## src/rtl/sensor_bus_arbiter_pkg.sv

```systemverilog
// Shared definitions for the sensor bus arbiter: FSM state encodings, owner codes and idle pin levels.
package sensor_bus_arbiter_pkg;

  typedef enum logic [1:0] {
    ST_IDLE       = 2'd0,
    ST_PRE_GUARD  = 2'd1,
    ST_GRANT      = 2'd2,
    ST_POST_GUARD = 2'd3
  } arb_state_t;

  typedef enum logic [1:0] {
    OWNER_NONE = 2'b00,
    OWNER_I2C  = 2'b01,
    OWNER_SPI  = 2'b10
  } owner_t;

  localparam logic IDLE_SCLK = 1'b1;
  localparam logic IDLE_SDA  = 1'b1;
  localparam logic IDLE_OE   = 1'b0;

  // Request line belonging to a given side; OWNER_NONE never requests.
  function automatic logic req_of(owner_t who, logic i2c_req, logic spi_req);
    case (who)
      OWNER_I2C: return i2c_req;
      OWNER_SPI: return spi_req;
      default:   return 1'b0;
    endcase
  endfunction

endpackage

```

## src/rtl/sensor_bus_arbiter_turnaround.sv

```systemverilog
// bus_turnaround_timer: loadable saturating down-counter; done flags the last cycle of a guard phase.
module bus_turnaround_timer #(
  parameter int LOAD_VALUE = 4
) (
  input  logic clk,
  input  logic rst_n,
  input  logic load,
  output logic done
);

  localparam int W = $clog2(LOAD_VALUE + 1);

  logic [W-1:0] count;

  always_ff @(posedge clk or negedge rst_n) begin
    if (!rst_n) begin
      count <= '0;
    end else if (load) begin
      count <= W'(LOAD_VALUE);
    end else if (count != '0) begin
      count <= count - 1'b1;
    end
  end

  // A phase loaded with N lasts exactly N cycles: it ends on the edge where the count leaves 1.
  assign done = (count <= W'(1));

endmodule

```

## src/rtl/sensor_bus_arbiter.sv

```systemverilog
// Request/grant arbiter sharing the SCLK/SDAT pin pair between the I2C and SPI masters.
// Optional grant timeout with lockout is enabled by defining SENSOR_BUS_ARB_TIMEOUT_EN.
module sensor_bus_arbiter #(
  parameter int GUARD_CYCLES = 4,
  parameter int MAX_HOLD     = 4096
) (
  input  logic       clk_50,
  input  logic       reset_n,
  input  logic       i2c_req,
  output logic       i2c_gnt,
  input  logic       i2c_scl,
  input  logic       i2c_sda_o,
  input  logic       i2c_sda_oe,
  input  logic       spi_req,
  output logic       spi_gnt,
  input  logic       spi_sclk,
  input  logic       spi_sdio_o,
  input  logic       spi_sdio_oe,
  output logic       bus_sclk,
  output logic       bus_sda_o,
  output logic       bus_sda_oe,
  output logic [1:0] owner,
  output logic       timeout_evt
);

  import sensor_bus_arbiter_pkg::*;

  arb_state_t state, state_nx;
  owner_t     owner_q, owner_nx, winner_q, winner_nx;
  logic       last_spi_q, last_spi_nx;
  logic       guard_load, guard_done;
  logic       lock_i2c, lock_spi, hold_expired;
  logic       elig_i2c, elig_spi, winner_req, owner_req;

  bus_turnaround_timer #(.LOAD_VALUE(GUARD_CYCLES)) u_guard (
    .clk   (clk_50),
    .rst_n (reset_n),
    .load  (guard_load),
    .done  (guard_done)
  );

  assign elig_i2c   = i2c_req & ~lock_i2c;
  assign elig_spi   = spi_req & ~lock_spi;
  assign winner_req = req_of(winner_q, i2c_req, spi_req);
  assign owner_req  = req_of(owner_q, i2c_req, spi_req);

  // NOTE: sequential state uses non-blocking assignments so every flop samples pre-edge values.
  always_ff @(posedge clk_50 or negedge reset_n) begin
    if (!reset_n) begin
      state      <= ST_IDLE;
      owner_q    <= OWNER_NONE;
      winner_q   <= OWNER_NONE;
      last_spi_q <= 1'b1;
    end else begin
      state      <= state_nx;
      owner_q    <= owner_nx;
      winner_q   <= winner_nx;
      last_spi_q <= last_spi_nx;
    end
  end

  // NOTE: every signal driven here gets a default first, so no branch can infer a latch.
  always_comb begin
    state_nx    = state;
    owner_nx    = owner_q;
    winner_nx   = winner_q;
    last_spi_nx = last_spi_q;
    guard_load  = 1'b0;
    case (state)
      ST_IDLE: begin
        if (elig_i2c || elig_spi) begin
          // On a tie the side that was not served last wins.
          winner_nx  = (elig_i2c && (!elig_spi || last_spi_q)) ? OWNER_I2C : OWNER_SPI;
          guard_load = 1'b1;
          state_nx   = ST_PRE_GUARD;
        end
      end
      ST_PRE_GUARD: begin
        if (!winner_req) begin
          winner_nx = OWNER_NONE;
          state_nx  = ST_IDLE;
        end else if (guard_done) begin
          owner_nx    = winner_q;
          last_spi_nx = (winner_q == OWNER_SPI);
          winner_nx   = OWNER_NONE;
          state_nx    = ST_GRANT;
        end
      end
      ST_GRANT: begin
        if (!owner_req || hold_expired) begin
          owner_nx   = OWNER_NONE;
          guard_load = 1'b1;
          state_nx   = ST_POST_GUARD;
        end
      end
      ST_POST_GUARD: begin
        if (guard_done) begin
          state_nx = ST_IDLE;
        end
      end
      default: state_nx = ST_IDLE;
    endcase
  end

`ifdef SENSOR_BUS_ARB_TIMEOUT_EN
  localparam int HOLD_W = $clog2(MAX_HOLD + 1);

  logic [HOLD_W-1:0] hold_cnt;
  logic              timeout_fire, timeout_q;

  assign hold_expired = (state == ST_GRANT) && (hold_cnt == HOLD_W'(MAX_HOLD - 1));
  assign timeout_fire = hold_expired && owner_req;

  // A revoked side stays locked out until its request has been seen low.
  always_ff @(posedge clk_50 or negedge reset_n) begin
    if (!reset_n) begin
      hold_cnt  <= '0;
      timeout_q <= 1'b0;
      lock_i2c  <= 1'b0;
      lock_spi  <= 1'b0;
    end else begin
      hold_cnt  <= (state == ST_GRANT) ? hold_cnt + 1'b1 : '0;
      timeout_q <= timeout_fire;
      if (timeout_fire && owner_q == OWNER_I2C) lock_i2c <= 1'b1;
      else if (!i2c_req)                        lock_i2c <= 1'b0;
      if (timeout_fire && owner_q == OWNER_SPI) lock_spi <= 1'b1;
      else if (!spi_req)                        lock_spi <= 1'b0;
    end
  end

  assign timeout_evt = timeout_q;
`else
  assign hold_expired = 1'b0;
  assign lock_i2c     = 1'b0;
  assign lock_spi     = 1'b0;
  assign timeout_evt  = 1'b0;
`endif

  // Pin mux selected only by the registered owner, so it cannot glitch on request changes.
  always_comb begin
    bus_sclk   = IDLE_SCLK;
    bus_sda_o  = IDLE_SDA;
    bus_sda_oe = IDLE_OE;
    case (owner_q)
      OWNER_I2C: begin
        bus_sclk   = i2c_scl;
        bus_sda_o  = i2c_sda_o;
        bus_sda_oe = i2c_sda_oe;
      end
      OWNER_SPI: begin
        bus_sclk   = spi_sclk;
        bus_sda_o  = spi_sdio_o;
        bus_sda_oe = spi_sdio_oe;
      end
      default: ;
    endcase
  end

  assign i2c_gnt = (owner_q == OWNER_I2C);
  assign spi_gnt = (owner_q == OWNER_SPI);
  assign owner   = owner_q;

endmodule
```

## config.mk

```make
export PLATFORM = sky130hd
export DESIGN_NAME = sensor_bus_arbiter
export DESIGN_NICKNAME = d
export VERILOG_FILES = /design/src/rtl/sensor_bus_arbiter_pkg.sv /design/src/rtl/sensor_bus_arbiter_turnaround.sv /design/src/rtl/sensor_bus_arbiter.sv
export SDC_FILE = /design/constraint.sdc
export NUM_CORES = 1
export LEC_CHECK = 0
export ABC_CLOCK_PERIOD_IN_PS = 2000
export CORE_AREA = 2 2 43 45
export DETAILED_ROUTE_END_ITERATION = 8
export DIE_AREA = 0 0 45 47
export GPL_TIMING_DRIVEN = 1
export PLACE_DENSITY = 0.81
export SYNTH_ARGS = -nofsm -noshare
export SYNTH_HDL_FRONTEND = slang
export SYNTH_SLANG_ARGS = --single-unit
```

## constraint.sdc

```tcl
create_clock -name clk_50 -period 2 [get_ports clk_50]
set_input_delay 0.3 -clock clk_50 [delete_from_list [all_inputs] [get_ports clk_50]]
set_output_delay 0.3 -clock clk_50 [all_outputs]
set_load 0.02 [all_outputs]
```

==> out/metrics.csv, run 1 <==
stage;metric;value;unit
status;status;completed;
clock_tree;path_clk_slew;0.07;ns
pwr;internal_power;0.7567;mW
sta;drv_slew;0;
pwr;power.density;1462;mW/mm²
layout;final_common_cell;clkdlybuf4s50_1;
clock_tree;numCtsBuffers;3;
clock_tree;holdBufCountCts;0;
worst_setup_path;end_kind;output port;
layout;fillers;141;
clock_tree;cts_buffer_depth;2;
place;portBuffers;16;
logic_synthesis;synthesis.nets;93;
sta;max_freq;525.2;MHz
die;fp.dieW;45;µm
grt;grt_max_degree;11;
sta;finalWorstSetupSlack;0.09613;ns
pwr;switchingPower;0.6100;mW
pwr;pwr-share-clk;10.6;%
pwr;ir_drop;676.9;µV
clock_tree;cts_sinks;10;
routing;wire_per_inst;12.85;µm
sta;hold_viol_final;0;
logic_synthesis;yosys.area.top_type_share;30.46;%
die;rows;15;
worst_setup_path;critPathMaxFanout;6;
pwr;p_leak;0.4265;nW
sta;setup_viol;0;
routing;drc;0;
pwr;p_seq_share;29.7;%
grt;grt-ovfl-total;0;
place;dp_hpwl;1150;µm
clock_tree;cts_tree;done;
clock_tree;h-tree-depth;1;
layout;nets;113;
layout;instances_no_fill;112;
routing;avgViaCountPerCell;5.571;
layout;areaGrowthSynthToFinish;26.40;%
clock_tree;clkLatencyLatePin;0.26;ns
logic_synthesis;avgSynthCellArea;9.730;µm²
sta;rsz0062_at_grt;no;
sta;fin_crit;1.904;ns
layout;drive_gt1_share;12.63;%
place;dp_slack;0.08586;ns
worst_setup_path;crit_type;reg -> out;
place;place_congestion;0.8576;
job;cap_violations;0;
worst_setup_path;critPathArrivalTime;1.60;ns
pwr;combPwrFrac;59.8;%
grt;grt_pass1_wl;2608;µm
worst_hold_path;hold_class;in -> async;
logic_synthesis;ys_types;33;
routing;drt_pass1_iterations;4;
logic_synthesis;syn_area;739.5;µm²
worst_setup_path;critical_path_required;1.70;ns
logic_synthesis;synthTopCellsByArea;dfrtp_1, ha_1, inv_1, dfstp_2, nor2_1;
sta;finalCritPeriodShare;95.19;%
layout;insertedDiodeCount;0;
die;die_y;47;µm
grt;grtUsageTotal;17.08;%
routing;num_vias;624;
worst_setup_path;cp-start-kind;flip-flop;
grt;antenna_found_initial;0;
sta;skew;0.008068;ns
routing;wirelength;1439;µm
logic_synthesis;syn_inst;76;
sta;setup_tns;0;ns
routing;antenna_left;0;
place;dp_cells;107;
logic_synthesis;synth-seq-cells;10;
pwr;p_sw_share;44.63;%
die;initial_core_util;44.77;%
logic_synthesis;yosysTopAreaCell;dfrtp_1;
logic_synthesis;synth-seq-area-share;34.01;%
die;pin_count;18;
layout;mostFrequentLayoutCells;clkdlybuf4s50_1, inv_1, dfrtp_1;
die;design.die.area;0.002115;mm²
routing;drt_iter0_drc;9;
grt;grt_pass1_vias;611;
logic_synthesis;synth-warning-count;0;
die;core_area;0.001652;mm²
clock_tree;cts_root_buffer;clkbuf_4;
==> routing by layer <==
layer / GRT usage, % / part of all wire, %
met5: 0 / 0
met3: 4.231 / 7.9
met1: 19.95 / 42
met2: 30.00 / 50
met4: 7.059 / 0.35
==> cell usage after synthesis (all sizes together) <==
master	count
a211oi	1
a21bo	2
a21oi	1
a221o	2
a22o	2
a22oi	3
a311o	1
a311oi	1
and2b	1
buf	2
conb	1
dfrtp	9
dfstp	1
ha	7
inv	9
mux2	1
mux2i	2
nand2	3
nand2b	2
nand3	4
nand4	1
nor2	8
nor2b	2
nor3	1
o211ai	3
o21ai	3
o21bai	1
or2b	1
xnor2	1
==> cell families (layout without fill, tap and decap cells) <==
logic type	count (synthesis)	after routing	synth area share [%]
adder cells (fa/ha/maj)	7	7	11.84
flip-flops	10	10	34.01
multiplexers	3	3	4.737
other	1	1	0.5071
XOR/XNOR	1	1	1.185
AND/OR/NAND/NOR	23	23	17.77
buffers and inverters	11	30	7.107
AO/OA/AOI/OAI	20	20	22.84
==> power groups by stage <==
| stage | Clock, mW | Sequential (mW) | Combinational, mW |
|---|---|---|---|
| floorplan | 0 | 0.397 | 0.592 |
| global placement | 0 | 0.403 | 0.805 |
| detailed placement | 0 | 0.412 | 0.827 |
| CTS | 0.148 | 0.409 | 0.807 |
| global route | 0.165 | 0.427 | 0.910 |
| finish | 0.144 | 0.405 | 0.817 |
==> final timing paths <==
path                             startpoint                to  slack (ns)  depth (start not counted)
setup / recovery                   owner[0]          bus_sclk         0.1                          4
hold / removal                      reset_n  u_guard.count[0]        0.35                          1
setup reg to reg                winner_q[0]        last_spi_q        0.48                          5
hold reg to reg            u_guard.count[2]  u_guard.count[2]        0.61                          3
max in group asynchronous           reset_n        last_spi_q        1.31                          1
min in group clk_50        u_guard.count[2]  u_guard.count[2]        0.61                          3
==> metrics by stage <==
stage                     hold WS (ns)  util (%)  total power, mW  instance area, µm²
final                           0.3459     56.59            1.367               934.6
after global routing            0.3639     56.59            1.502               934.6
after CTS                       0.3629     55.98            1.364               924.6
after detailed placement        0.5931     54.62            1.238               902.1
after global placement          0.5795     54.62            1.208               902.1
after floorplan               0.004409         -           0.9884               739.5
==> worst max-delay path, cell delays in order, from the launching register on <==
cell and delay [ns]:
dfrtp_1 0.40, inv_1 0.07, ha_2 0.30, a221o_1 0.26, dlygate4sd2_1 0.32
==> flip-flops by register name, summed over array words and instances, names as in the netlist, named ones only <==
register,count
winner_q,2
owner,2
state,1
last_spi_q,1
u_guard.count,3
==> cell type report <==
cell class / instances / area (µm²) / area share, %
Clock buffer: 4 / 26.28 / 2.811
Inverter: 9 / 33.78 / 3.614
Multi-Input combinational cell: 55 / 437.9 / 46.85
Sequential cell: 10 / 251.5 / 26.91
Tap cell: 17 / 21.27 / 2.276
Timing Repair Buffer: 17 / 163.9 / 17.54
==> repair_timing <==
item / 4_1_cts / 5_1_grt
resized for setup: 3 / 1
endpoints found under the setup margin: 3 / 3
buffers inserted: 0 / 1
Note: power is estimated with default switching activity, not from simulation.
==> run 2: changes to the inputs <==
--- a/config.mk
+++ b/config.mk
@@ -6,11 +6,13 @@
 export NUM_CORES = 1
 export LEC_CHECK = 0
 export ABC_CLOCK_PERIOD_IN_PS = 2000
+export CAP_MARGIN = 40
 export CORE_AREA = 2 2 43 45
 export DETAILED_ROUTE_END_ITERATION = 8
 export DIE_AREA = 0 0 45 47
 export GPL_TIMING_DRIVEN = 1
 export PLACE_DENSITY = 0.81
+export SKIP_CTS_REPAIR_TIMING = 1
 export SYNTH_ARGS = -nofsm -noshare
 export SYNTH_HDL_FRONTEND = slang
 export SYNTH_SLANG_ARGS = --single-unit
==> out/metrics.csv, run 2 (same netlist as run 1, synthesis figures left out) <==
stage;metric;value;unit
pwr;p_leak;0.4591;nW
pwr;power;1.369;mW
routing;wire_per_inst;13.22;µm
worst_setup_path;cp-start-kind;flip-flop;
routing;antenna_left;0;
pwr;ir_drop;681.4;µV
layout;mostFrequentLayoutCells;clkdlybuf4s50_1, inv_1, dfrtp_1;
layout;largest_register_ffs;3;
place;portBuffers;16;
job;cap_violations;0;
layout;top_register;u_guard.count;
clock_tree;numCtsBuffers;3;
sta;finalCritPeriodShare;94.67;%
worst_setup_path;critical_path_required;1.70;ns
die;design.die.area;0.002115;mm²
sta;hold_viol_final;0;
sta;holdWs;0.3458;ns
routing;wirelength;1467;µm
pwr;pwr-share-clk;10.6;%
routing;avgViaCountPerCell;5.613;
die;initial_core_util;44.77;%
status;status;completed;
clock_tree;h-tree-depth;1;
pwr;p_seq_share;29.9;%
place;place_congestion;0.8576;
layout;nets;112;
routing;drt_iter0_drc;9;
die;rows;15;
routing;drt_pass1_iterations;4;
sta;max_freq;528.1;MHz
pwr;power.density;1459;mW/mm²
die;fp.dieW;45;µm
grt;antenna_found_initial;0;
clock_tree;cts_sinks;10;
layout;final_common_cell;clkdlybuf4s50_1;
worst_setup_path;critPathArrivalTime;1.59;ns
place;dp_hpwl;1150;µm
grt;grt_pass1_wl;2608;µm
place;placed_area;902.1;µm²
layout;instances_no_fill;111;
grt;grt_pass1_vias;611;
die;die_y;47;µm
clock_tree;cts_tree;done;
pwr;p_sw_share;44.69;%
pwr;internal_power;0.7572;mW
worst_setup_path;critPathMaxFanout;5;
die;pin_count;18;
sta;setup_viol;0;
layout;drive_gt1_share;10.64;%
clock_tree;cts_root_buffer;clkbuf_4;
place;dp_cells;107;
sta;fin_crit;1.893;ns
sta;rsz0062_at_grt;no;
clock_tree;path_clk_slew;0.07;ns
layout;fillers;140;
pwr;combPwrFrac;59.5;%
layout;finish.instance_area;938.4;µm²
pwr;switchingPower;0.6117;mW
layout;utilization;56.82;%
grt;grtUsageTotal;17.08;%
grt;grt-ovfl-total;0;
clock_tree;clkLatencyLatePin;0.26;ns
routing;num_vias;623;
grt;grt_max_degree;11;
routing;drc;0;
layout;areaGrowthSynthToFinish;26.90;%
layout;insertedDiodeCount;0;
worst_hold_path;hold_class;in -> async;
sta;skew;0.008089;ns
clock_tree;cts_buffer_depth;2;
worst_setup_path;crit_type;reg -> out;
die;core_area;0.001652;mm²
sta;drv_slew;0;
worst_setup_path;end_kind;output port;
run 2: changes by cell type in the layout (fill, tap and decap cells not counted):
cell             delta
buf_4               -1
clkdlybuf4s50_1     -1
dlygate4sd2_1       -3
dlymetal6s2s_1      +4
ha_1                +1
ha_2                -1
run 2: stage by stage:
stage          setup WS [ns]  setup TNS, ns
6_report              0.1066              0
5_1_grt              0.02265              0
4_1_cts              -0.1990        -0.5119
3_5_place_dp         0.08586              0
3_3_place_gp          0.1169              0
2_1_floorplan         0.3218              0
run 2: final cells by class:
type                            instances  area (µm²)  share of cell area [%]
Inverter                                9       33.78                   3.600
Multi-Input combinational cell         55       435.4                   46.40
Timing Repair Buffer                   16       170.2                   18.13
Clock buffer                            4       26.28                   2.800
Sequential cell                        10       251.5                   26.80
Tap cell                               17       21.27                   2.267
run 2: path summary, 6_finish.rpt:
kind,startpoint,end,slack (ns),cells past startpoint
hold / removal,reset_n,u_guard.count[0],0.35,1
max in group asynchronous,reset_n,last_spi_q,1.31,1
min in group clk_50,u_guard.count[2],u_guard.count[2],0.62,3
hold reg to reg,u_guard.count[2],u_guard.count[2],0.62,3
setup / recovery,owner[1],i2c_gnt,0.11,3
setup reg to reg,owner[0],u_guard.count[2],0.44,5
run 2: worst max-delay path: stages, from the launching register on:
cell	delay, ns
dfrtp_1	0.41
inv_1	0.08
ha_1	0.22
clkdlybuf4s50_1	0.63
run 2: layer usage:
| layer | part of all wire (%) | up-vias | track usage (%) |
|---|---|---|---|
| met2 | 49 | 25 | 30.00 |
| met5 | 0 | - | 0 |
| met3 | 7.9 | 2 | 4.231 |
| met4 | 0.34 | 0 | 7.059 |
| met1 | 43 | 286 | 19.95 |
| li1 | - | 310 | - |
run 2: power groups by stage:
stage / Combinational [mW] / Sequential, mW / Clock (mW)
after floorplan: 0.592 / 0.397 / 0
after detailed placement: 0.827 / 0.412 / 0
after global placement: 0.805 / 0.403 / 0
final: 0.815 / 0.409 / 0.145
after global routing: 0.905 / 0.428 / 0.165
after CTS: 0.832 / 0.409 / 0.148
==> run 3: changes to the inputs <==
--- a/config.mk
+++ b/config.mk
@@ -7,9 +7,11 @@
 export LEC_CHECK = 0
 export ABC_CLOCK_PERIOD_IN_PS = 2000
 export CAP_MARGIN = 40
-export CORE_AREA = 2 2 43 45
+export CELL_PAD_IN_SITES_DETAIL_PLACEMENT = 0
+export CELL_PAD_IN_SITES_GLOBAL_PLACEMENT = 1
+export CORE_AREA = 2 2 49 51
 export DETAILED_ROUTE_END_ITERATION = 8
-export DIE_AREA = 0 0 45 47
+export DIE_AREA = 0 0 51 53
 export GPL_TIMING_DRIVEN = 1
 export PLACE_DENSITY = 0.81
 export SKIP_CTS_REPAIR_TIMING = 1
==> out/metrics.csv, run 3 (same netlist as run 1, synthesis figures left out) <==
stage;metric;value;unit
routing;wire_per_inst;12.89;µm
worst_setup_path;crit_type;reg -> out;
die;core_area;0.002148;mm²
die;fp.dieW;51;µm
worst_setup_path;critical_path_required;1.70;ns
die;die_y;53;µm
place;dp_hpwl;1204;µm
worst_setup_path;cpPeakStageDelay;0.63;ns
routing;avgViaCountPerCell;5.098;
clock_tree;cts_root_buffer;clkbuf_4;
worst_hold_path;hold_class;in -> async;
pwr;p_leak;0.4412;nW
pwr;ir_drop;569.7;µV
worst_setup_path;path_cells;inv_1, ha_1, clkdlybuf4s50_1;
sta;skew;0.004364;ns
routing;wirelength;1572;µm
sta;setup_tns;0;ns
sta;holdWs;0.3502;ns
sta;max_freq;520.9;MHz
sta;drv_slew;0;
worst_setup_path;end_kind;output port;
layout;final_common_cell;clkdlybuf4s50_1;
worst_setup_path;cp-start-kind;flip-flop;
worst_setup_path;path_depth;3;
sta;setup_viol;0;
grt;grtUsageTotal;13.20;%
die;initial_core_util;34.42;%
grt;grt_pass1_wl;2622;µm
worst_setup_path;critPathArrivalTime;1.62;ns
clock_tree;path_clk_slew;0.07;ns
layout;nets;112;
worst_setup_path;critPathMaxFanout;5;
grt;grt_pass1_vias;597;
worst_setup_path;r2r_cells;5;
grt;antenna_found_initial;0;
sta;hold_viol_final;0;
worst_setup_path;crit_buf_inv;2;
layout;insertedDiodeCount;0;
clock_tree;cts_tree;done;
die;pin_count;18;
worst_setup_path;slowest_stage;clkdlybuf4s50_1;
worst_setup_path;cpLargestDelayFamily;buffers and inverters;
sta;fin_crit;1.920;ns
routing;antenna_left;0;
routing;drt_pass1_iterations;4;
clock_tree;clkLatencyLatePin;0.27;ns
grt;grt_max_degree;11;
routing;drc;0;
pwr;power;1.370;mW
layout;largest_register_ffs;3;
routing;drt_iter0_drc;9;
grt;grt-ovfl-total;0;
status;status;completed;
place;portBuffers;16;
layout;mostFrequentLayoutCells;clkdlybuf4s50_1, inv_1, dfrtp_1;
clock_tree;h-tree-depth;1;
die;design.die.area;0.002703;mm²
routing;num_vias;622;
place;place_congestion;0.7107;
pwr;power.density;1443;mW/mm²
clock_tree;numCtsBuffers;3;
sta;finalCritPeriodShare;95.99;%
clock_tree;cts_buffer_depth;2;
job;cap_violations;0;
die;rows;17;
layout;areaGrowthSynthToFinish;28.43;%
layout;top_register;u_guard.count;
clock_tree;cts_sinks;10;
layout;drive_gt1_share;10.64;%
## run 3: power breakdown
part | internal, mW | total [mW] | switching, mW
clock | 0.0772 | 0.148 | 0.0712
sequential | 0.294 | 0.407 | 0.113
combinational | 0.388 | 0.814 | 0.426
total | 0.759 | 1.37 | 0.611
## run 3: stage by stage
step                std cells  instance area [µm²]  worst slack, ns  utilization, %
global placement          118                915.9           0.1118           42.63
finish                    122                949.7          0.08016           44.21
detailed placement        118                915.9          0.08186           42.63
CTS                       122                942.2          -0.2184           43.86
floorplan                  76                739.5           0.3218               -
global route              122                949.7        -0.001698           44.21
## run 3: path summary, 6_finish.rpt
check / start / endpoint / slack (ns)
max reg2reg: owner[0] / u_guard.count[0] / 0.35
max in group asynchronous: reset_n / last_spi_q / 1.30
min in group clk_50: winner_q[1] / owner[1] / 0.60
max: owner[0] / spi_gnt / 0.08
min: reset_n / u_guard.count[0] / 0.35
min reg2reg: winner_q[1] / owner[1] / 0.60
## run 3: layout make-up
type | instances | area (µm²)
clock buffers | 4 | 26.28
multi-input cells | 55 | 435.4
fillers | 223 | 1199
well taps | 28 | 35.03
flip-flops and latches | 10 | 251.5
repair buffers | 16 | 167.7
inverters | 9 | 33.78
## run 3: per-layer routing
metal	global-route usage, %	vias to the layer above	routed length [µm]	part of all wire [%]
met5	0	-	0	0
met4	8.108	0	37	2.4
met3	1.977	5	107	6.8
met2	21.43	19	735	47
met1	16.46	295	691	44
li1	-	303	-	-
